File: src/rtl/psg_pkg.sv
// Shared definitions for the PSG output stage: attenuation code width, the
// silent code and the one-step slew helper used by the attenuation ramp.
package psg_pkg;

    localparam int unsigned ATTEN_BITS   = 4;
    localparam int unsigned ATTEN_LEVELS = 1 << ATTEN_BITS;

    typedef logic [ATTEN_BITS-1:0] atten_t;

    localparam atten_t ATTEN_SILENT = atten_t'(15);

    // Move one code toward the target; holds when already there, so it can never overshoot.
    function automatic atten_t step_toward(input atten_t cur, input atten_t target);
        atten_t nxt;
        nxt = cur;
        if (cur < target) begin
            nxt = cur + atten_t'(1);
        end else if (cur > target) begin
            nxt = cur - atten_t'(1);
        end
        return nxt;
    endfunction

endpackage

File: src/rtl/attenuation_lut.sv
// Combinational 2 dB-step volume table. Code 0 is full scale, codes 1..14 are
// full scale * 10^(-k/10) truncated (never below 1), code 15 or a low
// waveform bit gives silence. The table is built at elaboration time.
module attenuation_lut
    import psg_pkg::*;
#(
    parameter int unsigned VOLUME_BITS = 14
) (
    input  logic                   in,
    input  logic [ATTEN_BITS-1:0]  control,
    output logic [VOLUME_BITS-1:0] out
);

    localparam logic [VOLUME_BITS-1:0] MaxVol = {VOLUME_BITS{1'b1}};

    // Elaboration-time only: evaluates the dB curve for one table entry.
    function automatic logic [VOLUME_BITS-1:0] level_value(input int k);
        real r;
        int  v;
        r = real'(MaxVol) * (10.0 ** (-real'(k) / 10.0));
        v = $rtoi(r);
        if (v < 1) begin
            v = 1;
        end
        return VOLUME_BITS'(v);
    endfunction

    logic [VOLUME_BITS-1:0] level_table [ATTEN_LEVELS];

    for (genvar k = 0; k < ATTEN_LEVELS; k++) begin : g_table
        localparam logic [VOLUME_BITS-1:0] Level =
            (k == 0)                     ? MaxVol :
            (k == int'(ATTEN_SILENT))    ? '0     : level_value(k);
        assign level_table[k] = Level;
    end

    // Gate the table entry with the waveform bit.
    always_comb begin
        out = '0;
        if (in) begin
            out = level_table[control];
        end
    end

endmodule

File: src/rtl/attenuation_mixer.sv
// Time-multiplexed attenuator/mixer. One shared volume LUT visits a channel
// per cycle; the per-channel levels are summed into one sample per frame.
// Each channel's attenuation optionally slews one step per ramp tick toward
// its programmed target to avoid zipper noise.
module attenuation_mixer
    import psg_pkg::*;
#(
    parameter int unsigned CHANNELS    = 4,
    parameter int unsigned VOLUME_BITS = 14,
    parameter int unsigned RAMP_PERIOD = 64
) (
    input  logic                                   clk,
    input  logic                                   rst_n,
    input  logic [CHANNELS-1:0]                    in,
    input  logic [ATTEN_BITS*CHANNELS-1:0]         control,
    input  logic                                   ramp_en,
    output logic [ATTEN_BITS*CHANNELS-1:0]         atten,
    output logic [VOLUME_BITS+$clog2(CHANNELS)-1:0] out,
    output logic                                   out_valid
);

    localparam int unsigned ChBits  = $clog2(CHANNELS);
    localparam int unsigned SumBits = VOLUME_BITS + ChBits;
    localparam int unsigned PreBits = (RAMP_PERIOD > 1) ? $clog2(RAMP_PERIOD) : 1;

    localparam logic [ChBits-1:0]  LastCh  = ChBits'(CHANNELS - 1);
    localparam logic [PreBits-1:0] LastPre = PreBits'(RAMP_PERIOD - 1);

    logic [ChBits-1:0]      ch;
    logic [SumBits-1:0]     acc;
    logic [PreBits-1:0]     prescaler;
    atten_t                 atten_reg  [CHANNELS];
    atten_t                 atten_next [CHANNELS];

    logic                   sel_in;
    atten_t                 sel_atten;
    logic [VOLUME_BITS-1:0] level;
    logic [SumBits-1:0]     frame_sum;
    logic                   tick;

    // Select the channel currently owning the shared LUT.
    always_comb begin
        sel_in    = in[ch];
        sel_atten = atten_reg[ch];
    end

    attenuation_lut #(
        .VOLUME_BITS (VOLUME_BITS)
    ) u_lut (
        .in      (sel_in),
        .control (sel_atten),
        .out     (level)
    );

    // Channel 0 starts a fresh frame; later channels add onto the running sum.
    always_comb begin
        frame_sum = SumBits'(level);
        if (ch != '0) begin
            frame_sum = acc + SumBits'(level);
        end
    end

    // Channel pointer, accumulator and the per-frame output register.
    always_ff @(posedge clk) begin
        if (!rst_n) begin
            ch        <= '0;
            acc       <= '0;
            out       <= '0;
            out_valid <= 1'b0;
        end else begin
            acc       <= frame_sum;
            out_valid <= 1'b0;
            if (ch == LastCh) begin
                ch        <= '0;
                out       <= frame_sum;
                out_valid <= 1'b1;
            end else begin
                ch <= ch + ChBits'(1);
            end
        end
    end

    assign tick = (prescaler == LastPre);

    // Free-running ramp prescaler; it keeps counting even when ramping is off.
    always_ff @(posedge clk) begin
        if (!rst_n) begin
            prescaler <= '0;
        end else if (tick) begin
            prescaler <= '0;
        end else begin
            prescaler <= prescaler + PreBits'(1);
        end
    end

    // Next attenuation: follow the target directly, or slew one step per tick.
    always_comb begin
        for (int c = 0; c < CHANNELS; c++) begin
            atten_next[c] = atten_reg[c];
            if (!ramp_en) begin
                atten_next[c] = control[c*ATTEN_BITS +: ATTEN_BITS];
            end else if (tick) begin
                atten_next[c] = step_toward(atten_reg[c],
                                            control[c*ATTEN_BITS +: ATTEN_BITS]);
            end
        end
    end

    // Per-channel attenuation registers; reset to silent.
    always_ff @(posedge clk) begin
        if (!rst_n) begin
            for (int c = 0; c < CHANNELS; c++) begin
                atten_reg[c] <= ATTEN_SILENT;
            end
        end else begin
            for (int c = 0; c < CHANNELS; c++) begin
                atten_reg[c] <= atten_next[c];
            end
        end
    end

    // Pack the current attenuation for observation.
    always_comb begin
        atten = '0;
        for (int c = 0; c < CHANNELS; c++) begin
            atten[c*ATTEN_BITS +: ATTEN_BITS] = atten_reg[c];
        end
    end

endmodule

File: config.mk
export PLATFORM = sky130hd
export DESIGN_NAME = attenuation_mixer
export DESIGN_NICKNAME = d
export VERILOG_FILES = /design/src/rtl/psg_pkg.sv /design/src/rtl/attenuation_lut.sv /design/src/rtl/attenuation_mixer.sv
export SDC_FILE = /design/constraint.sdc
export NUM_CORES = 1
export LEC_CHECK = 0
export ABC_CLOCK_PERIOD_IN_PS = 4000
export CAP_MARGIN = 20
export CELL_PAD_IN_SITES_DETAIL_PLACEMENT = 0
export CELL_PAD_IN_SITES_GLOBAL_PLACEMENT = 2
export CORE_MARGIN = 8
export CORE_UTILIZATION = 30
export DETAILED_ROUTE_END_ITERATION = 8
export PLACE_DENSITY = 0.81
export SLEW_MARGIN = 20
export SYNTH_ARGS = -nofsm -noshare
export SYNTH_HDL_FRONTEND = slang
export SYNTH_SLANG_ARGS = --single-unit
File: constraint.sdc
create_clock -name clk -period 4 [get_ports clk]
set_input_delay 0.8 -clock clk [delete_from_list [all_inputs] [get_ports clk]]
set_output_delay 0.8 -clock clk [all_outputs]
set_load 0.05 [all_outputs]
==> results_dict.tcl, run 1 <==
set metrics [dict create \
    worst-path-stages 14 \
    grt_antenna_before_repair 0 \
    dieArea_sq_um 17900 \
    max_cap_viol_count 0 \
    clk_pin_slew_worst_paths_ps 50 \
    startpoint "ch[1]$_SDFF_PP0_" \
    async_flop_share 0 \
    grt_overflow 0 \
    peakVddDrop_mv 0.218 \
    synth_seq_cells 57 \
    fp-row-count 43 \
    via_per_inst 4.96 \
    p_sw_frac 0.359 \
    period_share 0.976 \
    cts_tree "yes" \
    cts_inserted_buffers 9 \
    cellLeakagePower_uw 0.00245 \
    track_usage 0.133 \
    syn-num-nets 573 \
    diodes 0 \
    clockRootBuffer "clkbuf_16" \
    ant_nets 0 \
    cts_hold_buf 0 \
    synth.distinct_cells 55 \
    p_sw_uw 966 \
    r2r_cells 14 \
    synthDominantCellAreaShare 0.275 \
    max_freq_ghz 0.256 \
    ys_warn_count 0 \
    drtIter0Drc 188 \
    fin_nets 672 \
    drt_wl_total_microns 11700 \
    clkPwrFrac 0.314 \
    path_class "reg2reg" \
    internal-power_uw 1730 \
    die_w_microns 134 \
    drv_slew 0 \
    path_cells "mux4_2 > buf_4 > ha_1 > a21oi_1 > a2bb2oi_1 > nor2_1 > ha_1 > buf_4 > a21o_1 > a2111oi_0 > nor3_1 > xnor2_1 > mux2_2 > a21oi_1" \
    synth_edf_count 0 \
    timing.reg2reg.setup_slack_ps 100 \
    crit_slowest_cell "mux4_2" \
    ctsHtreeMaxLevel 3 \
    drt_first_pass_iters 5 \
    synth_ff_type "dfxtp_1" \
    crit_fanout 6 \
    max_stage_delay_ps 590 \
    met3_length_microns 554 \
    place_congestion 0.872 \
    clk_latency_ps 330 \
    ios 56 \
    wl_per_cell_microns 15.0 \
    setup_viol 0 \
    period_minus_slack_ps 3900 \
    critical_path.top_delay_family "compound AO/OA/AOI/OAI gates" \
    drive_gt1_frac 0.151 \
    io_buffers 55 \
    power_per_cell_area_nw_per_um2 481 \
    crit_arrival_ps 4160 \
    areaGrowthSynthToFinish_pct 34.8 \
    instances_no_fill 782 \
    first_global_vias 3921 \
    relSlewSlack 0.470 \
    endpoint_kind "flip-flop" \
    dp.cells 758 \
    drc_errors 0 \
    whs_ps 454 \
    top_layer "met4" \
    cp.required_ps 4250 \
    clock_sinks 57 \
    path_buf_inv 2 \
    wl_met1_microns 5360 \
    max_slew.worst_pin.slew_ps 794 \
    run_status "finished clean" \
    synth_area_per_cell_sq_um 8.34 \
    vias 3875 \
    start_kind "flip-flop" \
    wl_met2_microns 5650 \
    hold_path_class "reg2reg" \
    die_h_microns 134 \
    p_seq_frac 0.250 \
    hold_viol 0 \
    core_sq_um 13700 \
    r2r_start "ch[1]$_SDFF_PP0_" \
    synth.cell_area_sq_um 4150 \
    syn_inst 498 \
    cts_max_path_buffers 2 \
    tns_ps 0 \
    start_util 0.303 \
    grt_pass1_wl_microns 19500 \
    synth.area.top_cells "dfxtp_1 (27%), ha_1 (14%), nor2_1 (4.8%)" \
    p_comb_frac 0.436 \
    yosysTopAreaCell "dfxtp_1" \
    grt_max_degree 35 \
    worstSetupEndpoint "out[9]$_SDFFE_PN0P_" \
    r2r_end "out[9]$_SDFFE_PN0P_" \
    place_hpwl_microns 8880 \
    ys_seq_area_frac 0.275 \
    fin_skew_ps 9.76 \
    fill_cells 1356 \
]
power groups by stage:
stage                     Clock [uW]  Combinational [uW]  Sequential (uW)
after floorplan                    0                 677              783
after global routing             893                1300              683
after detailed placement           0                1120              685
after CTS                        866                1140              675
after global placement             0                1110              684
final                            845                1170              674
through the flow:
step | total power, uW | worst slack [ps] | utilization | cell area (sq um)
after detailed placement | 1810 | -79.3 | 0.376 | 5150
after CTS | 2680 | 34.0 | 0.401 | 5510
after global routing | 2870 | -16.0 | 0.408 | 5600
after global placement | 1790 | -37.1 | 0.376 | 5150
after floorplan | 1460 | 104 | - | 4150
final | 2690 | 96.7 | 0.408 | 5600
layout make-up:
type,instances,area [sq um],share of cell area
multi-input cells,384,2810,0.502
well taps,180,225,0.0403
flip-flops and latches,57,1140,0.205
clock buffers,11,253,0.0452
clock inverters,5,77.6,0.0139
inverters,40,155,0.0277
repair buffers,105,930,0.166
what timing repair did:
action	CTS	global route
gates cloned	0	0
resized for setup	3	13
setup buffers	1	7
pin swaps	1	9
endpoints found under the setup margin	3	14
cells in the mapped netlist, drive strengths merged (2+ instances only):
library cell  count
dfxtp            57
nor2             54
ha               47
inv              39
o21ai            38
nand2            36
a21oi            34
xnor2            22
mux2i            18
a211oi           11
clkbuf           11
o211ai           11
o21a              9
and2              8
and3              8
a21o              7
a31oi             7
nor2b             7
buf               6
nand2b            6
nand3             6
nor3              6
fa                5
o22ai             5
a41o              4
mux4              4
xor2              4
mux2              3
a2111oi           2
a221o             2
a22oi             2
a2bb2oi           2
nor4              2
o21bai            2
o311ai            2
or3               2
metal layers:
layer  GRT usage  vias up
met4      0.0399        0
met3      0.0354       15
met2       0.230       85
met1       0.157     1802
met5           0        -
li1            -     1973
logic make-up (layout without fill, tap and decap cells):
family / Yosys count / after routing / share of synthesized area
muxes: 25 / 25 / 0.0741
buffers and inverters: 57 / 161 / 0.0585
xor gates and xnor gates: 26 / 26 / 0.0549
AOI/OAI and AO/OA: 144 / 144 / 0.222
adders and majority gates: 52 / 52 / 0.166
and+or+nand+nor: 137 / 137 / 0.149
DFF: 57 / 57 / 0.275
cell usage in the layout (no fill, tap or decap), drive strengths merged, types with 8 or more instances in the layout:
master	instances
clkbuf	11
mux2i	18
inv	39
a21oi	34
o211ai	11
buf	50
dfxtp	57
xnor2	22
nor2	54
ha	47
clkdlybuf4s50	55
and2	8
o21ai	38
a211oi	11
and3	8
o21a	9
nand2	36
worst min path at each step:
stage / to / startpoint / slack (ps) / depth (start not counted)
floorplan: prescaler[0]$_SDFF_PP0_ / prescaler[0]$_SDFF_PP0_ / 420 / 1
global placement: prescaler[0]$_SDFF_PP0_ / prescaler[0]$_SDFF_PP0_ / 440 / 1
detailed placement: prescaler[0]$_SDFF_PP0_ / prescaler[0]$_SDFF_PP0_ / 450 / 1
CTS: prescaler[0]$_SDFF_PP0_ / prescaler[0]$_SDFF_PP0_ / 460 / 1
global route: prescaler[0]$_SDFF_PP0_ / prescaler[0]$_SDFF_PP0_ / 470 / 1
finish: prescaler[0]$_SDFF_PP0_ / prescaler[0]$_SDFF_PP0_ / 450 / 1
Note: power is estimated with default switching activity, not from simulation.
==> run 2, diff against run 1 <==
--- a/config.mk
+++ b/config.mk
@@ -11,6 +11,7 @@
 export CELL_PAD_IN_SITES_GLOBAL_PLACEMENT = 2
 export CORE_MARGIN = 8
 export CORE_UTILIZATION = 30
+export CTS_CLUSTER_SIZE = 16
 export DETAILED_ROUTE_END_ITERATION = 8
 export PLACE_DENSITY = 0.81
 export SLEW_MARGIN = 20
==> results of run 2 <==
Final layout, timing and power as in run 1 (identical DEF).
==> edit 1 (config.mk and constraints of run 2) <==
The package constant `ATTEN_BITS` goes from 4 to 5.
--- a/src/rtl/psg_pkg.sv
+++ b/src/rtl/psg_pkg.sv
@@ -2,7 +2,7 @@
 // silent code and the one-step slew helper used by the attenuation ramp.
 package psg_pkg;
 
-    localparam int unsigned ATTEN_BITS   = 4;
+    localparam int unsigned ATTEN_BITS   = 5;
     localparam int unsigned ATTEN_LEVELS = 1 << ATTEN_BITS;
 
     typedef logic [ATTEN_BITS-1:0] atten_t;
Ports: changed (resized atten and control); port bits go from 56 to 64. The function was not compared with the original's and may differ.
==> edit 1 against run 2 <==
  * Worst setup slack lost 0.0017 ns
  * Utilization grew 2.3 points
  * Final area grew 27%
  * Global-route usage grew 1.7 points
  * Hold slack lost 0.0072 ns
  * Routed wire length grew 34%
  * Synthesized cell count grew 20%
  * Synthesized area grew 21%
  * Total power grew 21%
  * Sequential cell count grew 4
  * Critical path type unchanged
  * Highest routed layer unchanged
==> edit 1: results (changes against run 2) <==
outcome: "finished, final reports clean"
synth_area_leaders: "dfxtp_1 (24%), ha_1 (14%), nand2_1 (3.8%)"
synth_compound_area_share_pct: 24.9  # +2.6 points
crit_start: "ch[0]"
drt_pre_antenna_iters: 5  # unchanged
drtIter0Drc: 205  # +9.0%
portBuffers: 63  # +15%
grt_pass1_vias: 5088  # +30%
synthTopCellsByCount: "dfxtp_1 (61), ha_1 (56), nand2_1 (50)"
largest_reg_flops: 20
finalClockSkew_ns: 0.00865  # -0.00111 ns
finalNetCount: 849  # +26%
rr_worst_depth: 18  # +4
wl_mm: 15.7  # +34%
synth.distinct_cells: 66  # +20%
cp.arrival_ns: 4.13  # -0.03 ns
min_period_over_period_pct: 97.6  # about the same
track_usage_pct: 15.0  # +1.7 points
grt_pass1_wl_mm: 25.9  # +33%
crit_path_max_fanout: 4  # -2
dpl_worst_slack_ns: -0.289  # -0.209 ns
syn_nets: 686  # +20%
max_stage_delay_ns: 0.54  # -0.05 ns
synthArstFlopShare_pct: 0  # unchanged
ir_drop_v: 0.000247  # +13%
routed_via_density: 5.02  # +1.2%
hold_ws_ns: 0.447  # -0.00725 ns
num-fill-cells: 1647  # +21%
dp_hpwl_mm: 12.0  # +35%
synth_fa_ha_area_share_pct: 16.0  # -0.58 points
grt_max_degree: 42  # +20%
worst_slew_margin_rel_pct: 37.6  # -9.4 points
drive_above_1_share_pct: 26.2  # +11 points
p_switching_mw: 1.29  # +33%
synthMuxAreaShare_pct: 5.98  # -1.4 points
hold_start: "prescaler[0]"
ys_seq_area_share_pct: 24.4  # -3.1 points
[edit 1: cell count changes after synthesis, moves of 5 or more]
cell,delta
o211ai_1,+8
a311oi_1,+7
a21o_1,+7
nor3_1,+6
ha_1,+9
o21a_1,+5
nor2b_1,+13
nand2_1,+14
and2_1,+5
a211oi_1,-7
and2_0,-5
[edit 1: layout make-up]
cell class                 instances  area (µm²)  share of cell area (%)
clock buffer                      10         229                    3.23
clock inverter                     6        40.0                   0.564
inverter                          35         131                    1.85
multi-input combinational        476        3670                    51.6
sequential                        61        1230                    17.4
tap                              220         275                    3.88
timing repair buffer             178        1520                    21.4
[edit 1: stage by stage]
step	area, µm²	setup TNS [ns]	util [%]	std cells
after floorplan	5010	0	-	598
after global placement	6550	-2.57	39.8	960
after detailed placement	6550	-3.22	39.8	960
after CTS	6830	-0.00415	41.5	976
after global routing	7100	-0.268	43.1	986
final	7100	0	43.1	986
[edit 1: power by group through the flow]
stage	logic, mW	clock network (mW)	registers (mW)
final	1.83	0.705	0.722
after global routing	2.02	0.758	0.730
after CTS	1.72	0.733	0.722
after detailed placement	1.70	0	0.733
after global placement	1.67	0	0.733
after floorplan	0.961	0	0.847
[edit 1: what timing repair did]
item,4_1_cts,5_1_grt
hold buffers,0,0
endpoints found under the setup margin,10,24
gates resized for setup,3,48
pin swaps,0,14
setup buffers,0,11
[edit 1: per-layer routing]
metal / vias up / part of all wire (%) / GRT usage, %
met5: - / 0 / 0
met3: 28 / 4.2 / 3.45
met1: 2321 / 45 / 18.0
met2: 104 / 48 / 25.1
li1: 2493 / - / -
met4: 0 / 2.8 / 6.45
==> edit 2 (settings of run 2) <==
Made on the original files. Register the inputs `in`, `control` and `ramp_en` before use, cleared by the reset. The logic sees them one clock later.
--- a/src/rtl/attenuation_mixer.sv
+++ b/src/rtl/attenuation_mixer.sv
@@ -26,6 +26,22 @@
     localparam logic [ChBits-1:0]  LastCh  = ChBits'(CHANNELS - 1);
     localparam logic [PreBits-1:0] LastPre = PreBits'(RAMP_PERIOD - 1);
 
+    logic [CHANNELS-1:0] in_q;
+    logic [ATTEN_BITS*CHANNELS-1:0] control_q;
+    logic ramp_en_q;
+
+    always_ff @(posedge clk) begin
+        if (!rst_n) begin
+            in_q      <= '0;
+            control_q <= '0;
+            ramp_en_q <= '0;
+        end else begin
+            in_q      <= in;
+            control_q <= control;
+            ramp_en_q <= ramp_en;
+        end
+    end
+
     logic [ChBits-1:0]      ch;
     logic [SumBits-1:0]     acc;
     logic [PreBits-1:0]     prescaler;
@@ -40,7 +56,7 @@
 
     // Select the channel currently owning the shared LUT.
     always_comb begin
-        sel_in    = in[ch];
+        sel_in    = in_q[ch];
         sel_atten = atten_reg[ch];
     end
 
@@ -97,11 +113,11 @@
     always_comb begin
         for (int c = 0; c < CHANNELS; c++) begin
             atten_next[c] = atten_reg[c];
-            if (!ramp_en) begin
-                atten_next[c] = control[c*ATTEN_BITS +: ATTEN_BITS];
+            if (!ramp_en_q) begin
+                atten_next[c] = control_q[c*ATTEN_BITS +: ATTEN_BITS];
             end else if (tick) begin
                 atten_next[c] = step_toward(atten_reg[c],
-                                            control[c*ATTEN_BITS +: ATTEN_BITS]);
+                                            control_q[c*ATTEN_BITS +: ATTEN_BITS]);
             end
         end
     end
Function: changed (a bounded check fails within 4 cycles, from zero or initial values and one cycle with rst_n low).
==> edit 2 against run 2 <==
  * Worst setup slack better by 0.074 ns
  * Final area grew 14%
  * Non-clock buffer count rose by 7
  * Synthesized area grew 16%
  * Critical path depth up 2
  * Sequential power increased by 32%
  * Total power up 7.6%
  * Sequential cell count is 21 higher
  * First-iteration DRC count shrank 20%
  * Routed wire length increased by 12%
  * Largest power group unchanged
==> edit 2: results (changes against run 2) <==
routed_via_density: 4.82  # -2.8%
num-fill-cells: 1575  # +16%
drive_above_1_share_pct: 17.3  # +2.2 points
cp.arrival_ns: 4.06  # -0.10 ns
route.met2.wl_mm: 6.53  # +15%
dpl_worst_slack_ns: -0.0342  # +0.0451 ns
syn_nets: 623  # +8.7%
wl_met1_mm: 5.89  # +10%
synthTopCellsByCount: "dfxtp_1 (78), ha_1 (47), nor2_1 (45)"
ys_seq_area_share_pct: 32.5  # +5.0 points
track_usage_pct: 13.2  # -0.061 points
finalNetCount: 726  # +8.0%
grt_pass1_vias: 4292  # +9.5%
dp.cells: 849  # +12%
outcome: "finished, final reports clean"
grt_max_degree: 59  # +69%
timing.rr.end: "out[14]"
finalClockSkew_ns: 0.0115  # +0.00178 ns
wl_met3_um: 492  # -11%
worst_slew_pin_slew_ns: 1.04  # +0.246 ns
grt_pass1_wl_mm: 21.4  # +9.8%
ir_drop_v: 0.000216  # -1.1%
gp_congestion: 0.815  # -6.5%
wl_mm: 13.1  # +12%
r2r_slack_ns: 0.17  # +0.07 ns
drt_pre_antenna_iters: 4  # -1
edit 2: changes by cell type after synthesis, sizes merged, moves of 3 or more:
cell	run 2	this run
dfxtp	57	78
clkbuf	11	14
o21ba	0	4
nor2	54	46
o21ai	38	43
and2	8	33
a21oi	34	29
nand2	36	42
edit 2: how the worst max path moves through the flow:
stage / start / endpoint / slack, ns / cells after the start
floorplan: atten_reg[2][0] / out[14] / 0.08 / 14
global placement: ch[1] / out[12] / 0.003 / 16
detailed placement: ch[1] / out[14] / -0.03 / 15
CTS: ch[0] / out[14] / 0.01 / 16
global route: ch[1] / out[14] / -0.02 / 15
finish: ch[1] / out[14] / 0.17 / 16
edit 2: kinds of logic (layout without fill, tap and decap cells):
group	Yosys count	after routing	synth area share (%)
buffers and inverters	60	165	5.16
multiplexers	23	24	6.12
flip-flops	78	78	32.5
adder cells (fa/ha/maj)	52	52	14.3
XOR/XNOR	27	27	4.92
AND/OR/NAND/NOR	162	162	16.5
AO/OA/AOI/OAI	146	146	20.4
edit 2: power breakdown:
part / switching, mW / internal [mW]
combinational: 0.630 / 0.518
sequential: 0.0423 / 0.845
clock: 0.322 / 0.540
total: 0.994 / 1.90
edit 2: stage by stage:
stage / utilization [%] / hold WS (ns)
detailed placement: 37.4 / 0.444
floorplan: - / 0.418
CTS: 39.4 / 0.453
global route: 40.4 / 0.481
finish: 40.4 / 0.453
global placement: 37.4 / 0.435
edit 2: repair_timing:
action	CTS	global route
endpoints found under the setup margin	4	14
setup buffers	1	5
resized for setup	2	30
hold endpoints to repair	0	0
cloned	0	1
pin swaps	0	6
edit 2: final cells by class:
| cell class | instances | area share [%] |
|---|---|---|
| inverters | 39 | 2.34 |
| repair buffers | 112 | 15.3 |
| well taps | 216 | 4.24 |
| clock inverters | 4 | 1.16 |
| clock buffers | 10 | 3.59 |
| flip-flops and latches | 78 | 24.6 |
| multi-input cells | 411 | 48.8 |
edit 2: metal layers:
layer  vias to the layer above  track usage, %
li1                       2128               -
met1                      1981            15.4
met4                         0            4.36
met2                        68            23.1
met3                        14            3.42
met5                         -               0
